==> config.mk <==
export PLATFORM = sky130hd
export DESIGN_NAME = alu_arbiter
export DESIGN_NICKNAME = d
export VERILOG_FILES = /design/src/rtl/alu_arbiter.sv
export SDC_FILE = /design/constraint.sdc
export NUM_CORES = 1
export LEC_CHECK = 0
export ABC_AREA = 1
export CAP_MARGIN = 20
export CORE_MARGIN = 2
export CORE_UTILIZATION = 34
export CTS_CLUSTER_SIZE = 8
export DETAILED_ROUTE_END_ITERATION = 7
export PLACE_DENSITY = 0.78
export SYNTH_ARGS = -nofsm -noshare
export SYNTH_HDL_FRONTEND = slang
export SYNTH_SLANG_ARGS = --single-unit
==> constraint.sdc <==
create_clock -name clk -period 1.4 [get_ports clk]
set_clock_uncertainty 0.1 [all_clocks]
set_input_delay 0.21 -clock clk [delete_from_list [all_inputs] [get_ports clk]]
set_output_delay 0.21 -clock clk [all_outputs]
set_load 0.01 [all_outputs]
==> src/rtl/alu_arbiter.sv <==
// alu_arbiter: two-port round-robin arbiter and sequencer in front of one
// shared combinational ALU. A command is accepted, held in operand registers
// for one execute cycle, and the ALU result is captured and returned on the
// granted requester's response channel.
`timescale 1ns/1ps
module alu_arbiter #(
   parameter int CNT_W = 16
) (
   input  logic              clk,
   input  logic              rst_n,
   // requester 0
   input  logic              req0_valid,
   output logic              req0_ready,
   input  logic [31:0]       req0_a,
   input  logic [31:0]       req0_b,
   input  logic [3:0]        req0_sel,
   input  logic              req0_cin,
   output logic              rsp0_valid,
   input  logic              rsp0_ready,
   output logic [31:0]       rsp0_y,
   output logic [3:0]        rsp0_flags,
   output logic              rsp0_err,
   // requester 1
   input  logic              req1_valid,
   output logic              req1_ready,
   input  logic [31:0]       req1_a,
   input  logic [31:0]       req1_b,
   input  logic [3:0]        req1_sel,
   input  logic              req1_cin,
   output logic              rsp1_valid,
   input  logic              rsp1_ready,
   output logic [31:0]       rsp1_y,
   output logic [3:0]        rsp1_flags,
   output logic              rsp1_err,
   // shared ALU
   output logic [31:0]       alu_a,
   output logic [31:0]       alu_b,
   output logic [3:0]        alu_sel,
   output logic              alu_cin,
   input  logic [31:0]       alu_y,
   input  logic              alu_cout,
   input  logic              alu_neg,
   input  logic              alu_zero,
   input  logic              alu_ovf,
   // statistics
   output logic [CNT_W-1:0]  op_count
);

   typedef enum logic [1:0] {
      S_IDLE = 2'd0,
      S_EXEC = 2'd1,
      S_RESP = 2'd2
   } state_t;

   localparam logic [3:0]       SEL_MAX = 4'd5;
   localparam logic [CNT_W-1:0] CNT_ONE = {{(CNT_W-1){1'b0}}, 1'b1};

   state_t            state_q, state_d;
   logic              last_grant_q, last_grant_d;
   logic              gnt_q, gnt_d;
   logic [31:0]       a_q, a_d;
   logic [31:0]       b_q, b_d;
   logic [3:0]        sel_q, sel_d;
   logic              cin_q, cin_d;
   logic [31:0]       y_q, y_d;
   logic [3:0]        flags_q, flags_d;
   logic              err_q, err_d;
   logic              rsp0_valid_q, rsp0_valid_d;
   logic              rsp1_valid_q, rsp1_valid_d;
   logic [CNT_W-1:0]  op_count_q, op_count_d;

   logic              grant_s;
   logic              accept_s;
   logic              rsp_ready_s;

   // Round-robin grant: on contention the port that was not served last wins.
   always_comb begin
      grant_s = 1'b0;
      if (req0_valid && req1_valid) begin
         grant_s = ~last_grant_q;
      end else if (req1_valid) begin
         grant_s = 1'b1;
      end else begin
         grant_s = 1'b0;
      end
   end

   assign req0_ready  = (state_q == S_IDLE) && (grant_s == 1'b0);
   assign req1_ready  = (state_q == S_IDLE) && (grant_s == 1'b1);
   assign accept_s    = (req0_valid && req0_ready) || (req1_valid && req1_ready);
   assign rsp_ready_s = gnt_q ? rsp1_ready : rsp0_ready;

   // Next-state and register-update logic for the IDLE/EXEC/RESP sequence.
   always_comb begin
      state_d      = state_q;
      last_grant_d = last_grant_q;
      gnt_d        = gnt_q;
      a_d          = a_q;
      b_d          = b_q;
      sel_d        = sel_q;
      cin_d        = cin_q;
      y_d          = y_q;
      flags_d      = flags_q;
      err_d        = err_q;
      rsp0_valid_d = rsp0_valid_q;
      rsp1_valid_d = rsp1_valid_q;
      op_count_d   = op_count_q;
      case (state_q)
         S_IDLE: begin
            if (accept_s) begin
               gnt_d   = grant_s;
               a_d     = grant_s ? req1_a   : req0_a;
               b_d     = grant_s ? req1_b   : req0_b;
               sel_d   = grant_s ? req1_sel : req0_sel;
               cin_d   = grant_s ? req1_cin : req0_cin;
               state_d = S_EXEC;
            end else begin
               state_d = S_IDLE;
            end
         end
         S_EXEC: begin
            // Illegal opcodes never expose whatever the ALU drives for them.
            if (sel_q <= SEL_MAX) begin
               y_d     = alu_y;
               flags_d = {alu_cout, alu_neg, alu_zero, alu_ovf};
               err_d   = 1'b0;
            end else begin
               y_d     = 32'd0;
               flags_d = 4'd0;
               err_d   = 1'b1;
            end
            rsp0_valid_d = ~gnt_q;
            rsp1_valid_d = gnt_q;
            state_d      = S_RESP;
         end
         S_RESP: begin
            if (rsp_ready_s) begin
               rsp0_valid_d = 1'b0;
               rsp1_valid_d = 1'b0;
               last_grant_d = gnt_q;
               op_count_d   = op_count_q + CNT_ONE;
               state_d      = S_IDLE;
            end else begin
               state_d = S_RESP;
            end
         end
         default: begin
            rsp0_valid_d = 1'b0;
            rsp1_valid_d = 1'b0;
            state_d      = S_IDLE;
         end
      endcase
   end

   // State, operand, result and counter registers with asynchronous reset.
   always_ff @(posedge clk or negedge rst_n) begin
      if (!rst_n) begin
         state_q      <= S_IDLE;
         last_grant_q <= 1'b1;
         gnt_q        <= 1'b0;
         a_q          <= 32'd0;
         b_q          <= 32'd0;
         sel_q        <= 4'd0;
         cin_q        <= 1'b0;
         y_q          <= 32'd0;
         flags_q      <= 4'd0;
         err_q        <= 1'b0;
         rsp0_valid_q <= 1'b0;
         rsp1_valid_q <= 1'b0;
         op_count_q   <= {CNT_W{1'b0}};
      end else begin
         state_q      <= state_d;
         last_grant_q <= last_grant_d;
         gnt_q        <= gnt_d;
         a_q          <= a_d;
         b_q          <= b_d;
         sel_q        <= sel_d;
         cin_q        <= cin_d;
         y_q          <= y_d;
         flags_q      <= flags_d;
         err_q        <= err_d;
         rsp0_valid_q <= rsp0_valid_d;
         rsp1_valid_q <= rsp1_valid_d;
         op_count_q   <= op_count_d;
      end
   end

   assign alu_a      = a_q;
   assign alu_b      = b_q;
   assign alu_sel    = sel_q;
   assign alu_cin    = cin_q;
   assign rsp0_valid = rsp0_valid_q;
   assign rsp1_valid = rsp1_valid_q;
   assign rsp0_y     = y_q;
   assign rsp1_y     = y_q;
   assign rsp0_flags = flags_q;
   assign rsp1_flags = flags_q;
   assign rsp0_err   = err_q;
   assign rsp1_err   = err_q;
   assign op_count   = op_count_q;

endmodule

* Yosys cells after proc, flatten, opt, wreduce, memory -nomap -nowiden
Index checks and enable logic that the tools add are counted.
** Operators by class
- Magnitude comparators :: 1
- Reduce and logical (&&, ||, !) cells :: 10
- Eq/ne operators :: 3
- Bitwise operators :: 4
- Multiplexer cells :: 16
- Add/sub/neg operators :: 1
** Operators with widths (count)
- 2-to-1 mux 32 bit :: 3
- adder 16 x 1 -> 16 bit, second input constant :: 1
- 2-to-1 mux 4 bit :: 2
- 2-to-1 mux 1 bit :: 7
- one-hot mux 1 bit (3 select lines) :: 2
- one-hot mux 2 bit (3 select lines) :: 1
- AND reduction 2 bit :: 3
- logical AND 1 bit :: 5
- less-or-equal comparator 4 x 3 -> 1 bit, second input constant :: 1
- NOT 1 bit :: 4
- == test 2 x 1 -> 1 bit, second input constant :: 1
- == test 2 bit, second input constant :: 1
- logical NOT 2 bit :: 1
- 2-to-1 mux 2 bit :: 1
- inequality test 2 bit, second input constant :: 1
- logical OR 1 bit :: 1
** Storage, ports and cells
- Logic and storage cells :: 48
- Output and inout port bits :: 163
- Bits in registers :: 128

* Longest topological paths before layout
Gate-level depths: netlist (run 1).
- Depth in word-level cells :: 8
- Depth in mapped cells :: 8
- Depth with buffers taken out :: 8

* Least setup slack after synthesis (run 1)
No wires, ideal clock.
- Kind :: flip-flop to output port
- Start point :: register last_grant_q
- End point :: output req0_ready
- Buffers on the path :: 1
- Slack :: -0.069 ns
- Cell stages (with the launch flop) :: 6
- Data arrival time :: 1.159 ns
- Data required time :: 1.090 ns
- Path through :: dfstp_2 > nand2_1 > nand2_2 > clkbuf_1 > nand3_1 > inv_1
** On the way
- Word-level cells in the longest chain between the ends :: 4
** Ends and longest elaborated chain
- start, declared :: line 59 : logic last_grant_q, last_grant_d;
- start signal, assigned :: line 173 : last_grant_q <= last_grant_d;
- NOT 1 bit :: line 80 : grant_s = ~last_grant_q;
- 2-to-1 mux 1 bit :: line 79 : if (req0_valid && req1_valid) begin
- NOT 1 bit :: line 88 : assign req0_ready = (state_q == S_IDLE) && (grant_s == 1'b0);
- logical AND 1 bit :: line 88
- end, declared :: line 13 : output logic req0_ready,
Every way passes these cells.

* Final worst setup path (run 1)
Ends and elaborated chain as after synthesis.

==> summary.md, run 1 <==
| Metric | Value |
|---|---|
| Top_reg_cell synth | `dfrtp_1` |
| EDFF count, synth | `0` |
| Overflow after GRT | `0` |
| PD cells | `1910 nW/um^2` |
| Worst skew pair latency | `0.41 ns` |
| CP required | `1.09 ns` |
| Critical path's slowest cell | `dfstp_2` |
| Syn_nets | `824` |
| Seq/Total Area, Yosys | `0.553` |
| Bufs on Longest Clock Path | `2` |
| Area grow syn2layout | `89.1%` |
| Synth area leader | `dfrtp_1` |
| DRT Pass-1 Iters | `5` |
| Fmax | `0.609 GHz` |
| Status | `finished, violations left` |
| Min cycle time layout | `1.64 ns` |
| Ys async rst share | `1.00` |
| Setup Total Neg Slack | `-14.23 ns` |
| Die height | `135 microns` |
| Initial Util | `0.348` |
| Yosys warns | `0` |
| Worst-path clk slew | `0.06 ns` |
| RSZ-0062 raised after global routing | `yes` |
| Crit path max-delay family | `flip-flops` |
| Die ar. | `18100 sq um` |
| Gr usage total | `0.234` |
| Clock power share | `0.206` |
| Final WL | `24.0 mm` |
| DP HPWL | `14.5 mm` |
| Post-synth top area share | `0.548` |
| Worst min-delay path class | `in -> async` |
| Crit path kind | `reg -> out` |
| Fin nets | `1208` |
| Internal | `13.2 mW` |
| Period utilization | `1.17` |
| DRT antenna net count | `0` |
| Crit-path cells | `nand2_2 > nand2_4 > nand3_2 > inv_2 > buf_6` |
| Max-slew violations | `0` |
| Core area | `16600 sq um` |
| Cell Area, Synth | `5790 sq um` |
| Initial antenna violation count | `1` |
| Post-synthesis register bit count | `128` |
| Failing checks | `setup timing` |
| Worst-Margin Slew | `0.407 ns` |
| Cts bufs inserted | `17` |
| Worst slack, placed | `-0.468 ns` |
| Fin. Hold Viols | `0` |
| CP Capture Type | `primary output` |
| Ant diodes | `0` |
| Number of global-route vias before repair | `6058` |
| Net switching power | `7.67 mW` |
| Share of cells above drive strength 1 | `0.250` |
| Most frequent cells in the layout | `178 x clkdlybuf4s50_1, 142 x nand2_1, 125 x dfrtp_1` |
| Drt drc | `0` |
| CTS sink count | `128` |
| Drt wl/cell | `19.0 microns` |
| Arrival time at the worst endpoint | `1.33 ns` |
| Crit-path max FO | `3` |
| Cell variety after synth | `26` |
| Gpl congestion | `0.817` |
| Final worst-path setup slack | `-0.243 ns` |
| Most common cell after layout, fill and taps aside | `clkdlybuf4s50_1` |
| Max-slew headroom | `0.726` |
| Worst Setup Start Kind | `register` |
| First-pass GRT wire length | `32.5 mm` |
| Row count | `47` |
| CTS tree | `built` |
| Pin count of the biggest net entering global routing | `66` |
| Placed Cells | `1160` |
| Max Cap Viol | `0` |
| Hold_ws | `0.167 ns` |
| H-Tree Depth | `4` |
| IO Port Bufs | `342` |
| Post-Layout Cell Count | `1260` |
| Leakage | `4.96 nW` |
| Pwr Total | `20.9 mW` |
| Avg Inst Size Synth | `9.01 sq um` |
| Gate Count Post-Synth | `643` |
| Vias | `6260` |
| Area contributors post-synth | `dfrtp_1 55%, nand2_1 12%, a31oi_1 7.4%, nor2_1 5.6%, a22o_1 5.4%` |
| Peak supply drop | `0.000919 V` |
| Sw frac | `0.367` |
| Vias per cell | `4.97` |
| Root buffer cell | `clkbuf_16` |
| Ports | `343` |
| Logic pwr share | `0.494` |
| Worst path bufs/invs | `2` |
| Drt initial violations | `294` |
| Die X | `135 microns` |
| Final setup fails | `119` |
| Slowest stage delay, CP | `0.55 ns` |
| Sequential power share | `0.301` |
## metal layers
layer / wire, microns / share of wire / track usage
met3: 1910 / 0.080 / 0.0743
met5: 0 / 0 / 0
met1: 8900 / 0.37 / 0.249
met4: 471 / 0.020 / 0.0789
met2: 12700 / 0.53 / 0.437
## flip-flops by register name, summed over array words and instances, names as in the netlist
| name | cells |
|---|---|
| op_count | 16 |
| alu_a | 32 |
| state_q | 2 |
| rsp0_y | 32 |
| last_grant_q | 1 |
| gnt_q | 1 |
| alu_b | 32 |
| rsp0_valid | 1 |
| alu_sel | 4 |
| rsp1_valid | 1 |
| rsp0_err | 1 |
| rsp0_flags | 4 |
| alu_cin | 1 |
## cells in the mapped netlist (2+ instances only)
cell	n
buf_4	40
buf_2	16
nand4_1	5
a21oi_1	2
nand2_1	191
a22o_1	36
dfrtp_1	127
nor2_1	86
nand2_2	3
o21ai_0	5
buf_6	3
xor2_1	5
clkbuf_1	13
xnor2_1	2
nor2_4	2
inv_2	5
inv_1	16
a31oi_1	69
nand3_1	9
nor2_2	2
## through the flow
stage                     cell area, sq um  utilization
after floorplan                       5800            -
after global placement                9370        0.563
after detailed placement              9370        0.563
after CTS                            10500        0.628
after global routing                 11000        0.659
final                                11000        0.659
## path summary, 6_finish.rpt
path	startpoint	to	slack [ns]	cells after the start
setup reg to reg	last_grant_q	alu_b[14]	-0.23	8
hold reg to reg	op_count[15]	op_count[15]	0.41	2
setup / recovery	last_grant_q	req0_ready	-0.24	5
max in group asynchronous	rst_n	rsp0_y[1]	0.51	3
min in group clk	req1_a[3]	alu_a[3]	0.26	3
hold / removal	rst_n	alu_a[25]	0.17	2
## power groups by stage
stage                     Sequential [mW]  Clock [mW]  Combinational (mW)
after floorplan                      6.85           0                3.76
after global placement               6.28           0                9.18
after detailed placement             6.35           0                9.30
after CTS                            6.24        4.38                9.22
after global routing                 6.46        4.55                11.0
final                                6.29        4.30                10.3
## logic make-up after synthesis
family | synth area share
AO/OA/AOI/OAI | 0.136
XOR/XNOR | 0.0106
adder cells (fa/ha/maj) | 0.00216
buffers and inverters | 0.0941
flip-flops | 0.553
AND/OR/NAND/NOR | 0.204
## repair_timing
item                                    CTS  global route
gates resized for setup                 388           143
hold buffers                              1             0
cloned                                    7            14
setup buffers                            35            17
endpoints found under the setup margin  277           178
pin swaps                                 9            53
endpoints found under the hold margin   128             0
## area by class of cell
cell class,count,area [sq um]
Clock buffer,22,454
Clock inverter,10,113
Fill cell,1314,5680
Inverter,21,97.6
Multi-Input combinational cell,421,2300
Sequential cell,128,3210
Tap cell,220,275
Timing Repair Buffer,438,4520
Power figures use the tool's default switching activity.
==> run 2: changes to the inputs <==
ABC_CLOCK_PERIOD_IN_PS = 1400   (was unset)
CORE_ASPECT_RATIO = 1.4   (was unset)
SKIP_LAST_GASP = 1   (was unset)
==> run 2 against run 1 <==
Compared with the run above:
- register-to-register slack about the same
- the run still ends with setup timing left
- utilization decreased by 1.4 points
- die area about the same
- sequential power about the same
- first-iteration DRC count increased by 8.8%
- global-route usage decreased by 0.39 points
==> summary.md, run 2 (same netlist as run 1, synthesis figures left out) <==
| Metric | Value |
|---|---|
| H-Tree Depth | `4` |
| RR Endpoint | `alu_b[25]` |
| Pwr Total | `20.6 mW` |
| Max-slew violations | `0` |
| Worst Reg-to-Reg Cells | `8` |
| Worst r2r src | `last_grant_q` |
| Register-to-register setup slack | `-0.22 ns` |
| Critical path's slowest cell | `dfstp_2` |
| Drt drc | `0` |
| Worst skew pair latency | `0.41 ns` |
| Row count | `56` |
| IO Port Bufs | `342` |
| Most frequent cells in the layout | `178 x clkdlybuf4s50_1, 162 x nand2_1, 127 x dfrtp_1` |
| Period utilization | `1.17` |
| DP HPWL | `14.0 mm` |
| Drt initial violations | `320` |
| Final worst-path setup slack | `-0.233 ns` |
| Worst min-delay path class | `in -> async` |
| Ant diodes | `0` |
| Net switching power | `7.43 mW` |
| CP required | `1.09 ns` |
| DRT Pass-1 Iters | `5` |
| Final setup fails | `117` |
| Cts bufs inserted | `17` |
| Peak supply drop | `0.00120 V` |
| Gpl congestion | `0.861` |
| Pin count of the biggest net entering global routing | `56` |
| Vias per cell | `5.05` |
| Internal | `13.2 mW` |
| Die X | `114 microns` |
| Core area | `16700 sq um` |
| Sequential power share | `0.305` |
| Ports | `343` |
| Bufs on Longest Clock Path | `2` |
| Crit-path cells | `nand2_2 > nand2_4 > nand3_2 > inv_2 > buf_6` |
| CTS sink count | `128` |
| Logic pwr share | `0.476` |
| Share of cells above drive strength 1 | `0.231` |
| Initial antenna violation count | `0` |
| Area grow syn2layout | `86.2%` |
| Crit-path max FO | `3` |
| Max Cap Viol | `0` |
| Leakage | `4.91 nW` |
| CTS tree | `built` |
| RSZ-0062 raised after global routing | `yes` |
| Fmax | `0.612 GHz` |
| Status | `finished, violations left` |
| DRT antenna net count | `0` |
| Gr usage total | `0.230` |
| Number of global-route vias before repair | `6004` |
| Drt wl/cell | `18.3 microns` |
| Worst-path clk slew | `0.05 ns` |
| Vias | `6231` |
| Sw frac | `0.360` |
| Most common cell after layout, fill and taps aside | `clkdlybuf4s50_1` |
| Fin. Hold Viols | `0` |
| Max-slew headroom | `0.789` |
| Worst Setup Start Kind | `register` |
| Min cycle time layout | `1.63 ns` |
| Crit path kind | `reg -> out` |
| Worst-Margin Slew | `0.315 ns` |
| Overflow after GRT | `0` |
| Arrival time at the worst endpoint | `1.32 ns` |
| Root buffer cell | `clkbuf_16` |
| Die ar. | `18100 sq um` |
| CP Capture Type | `primary output` |
| Die height | `158 microns` |
| Fin nets | `1204` |
| Failing checks | `setup timing` |
| Final WL | `22.6 mm` |
| Setup Total Neg Slack | `-13.43 ns` |
| Slowest stage delay, CP | `0.54 ns` |
| First-pass GRT wire length | `31.6 mm` |
| PD cells | `1910 nW/um^2` |
| Initial Util | `0.346` |
| Clock power share | `0.218` |
-- run 2: repair_timing --
action | 4_1_cts | 5_1_grt
buffers inserted | 33 | 19
endpoints found under the hold margin | 127 | 0
resized for setup | 349 | 150
hold buffers | 1 | 0
gates cloned | 8 | 8
endpoints found under the setup margin | 274 | 202
pin swaps | 6 | 43
-- run 2: area by class of cell --
class	count	area, sq um
fill	1307	5960
sequential	128	3200
inverter	21	91.3
timing repair buffer	434	4390
multi-input combinational	421	2260
clock inverter	6	108
tap	203	254
clock buffer	22	484
-- run 2: worst max path at each step --
stage	cells after the start	startpoint	slack, ns	to
3_5_place_dp	6	req0_valid	-0.49	req0_ready
6_report	5	last_grant_q	-0.23	req0_ready
4_1_cts	5	last_grant_q	-0.24	req0_ready
3_3_place_gp	5	req0_valid	-0.49	req1_ready
5_1_grt	5	last_grant_q	-0.30	req0_ready
2_1_floorplan	7	last_grant_q	0.001	alu_b[2]
-- run 2: worst max-delay path, delay by kind of cell (launching register included) --
family	cells	cell delay, ns
buffers and inverters	2	0.16
flip-flops	1	0.54
AND/OR/NAND/NOR	3	0.21
-- run 2: power by group through the flow --
stage,logic [mW],clock network (mW),registers [mW]
floorplan,3.76,0,6.85
global placement,9.13,0,6.29
detailed placement,9.26,0,6.36
CTS,9.29,4.57,6.27
global route,10.6,4.74,6.49
finish,9.84,4.51,6.30
-- run 2: through the flow --
stage               hold slack (ns)  cells   util  area (sq um)  setup WS, ns
floorplan                    -0.186    643      -          5800       0.00144
global placement            -0.0152   1143  0.556          9310        -0.490
detailed placement          -0.0167   1143  0.556          9310        -0.491
CTS                           0.119   1213  0.626         10500        -0.238
global route                  0.140   1235  0.644         10800        -0.302
finish                        0.127   1235  0.644         10800        -0.233
-- run 2: layer usage --
layer	global-route usage	up-vias	share of wire	wire, microns
li1	-	2868	-	-
met1	0.248	2984	0.35	7890
met2	0.414	326	0.54	12100
met3	0.0727	53	0.079	1780
met4	0.0993	0	0.035	787
met5	0	-	0	0
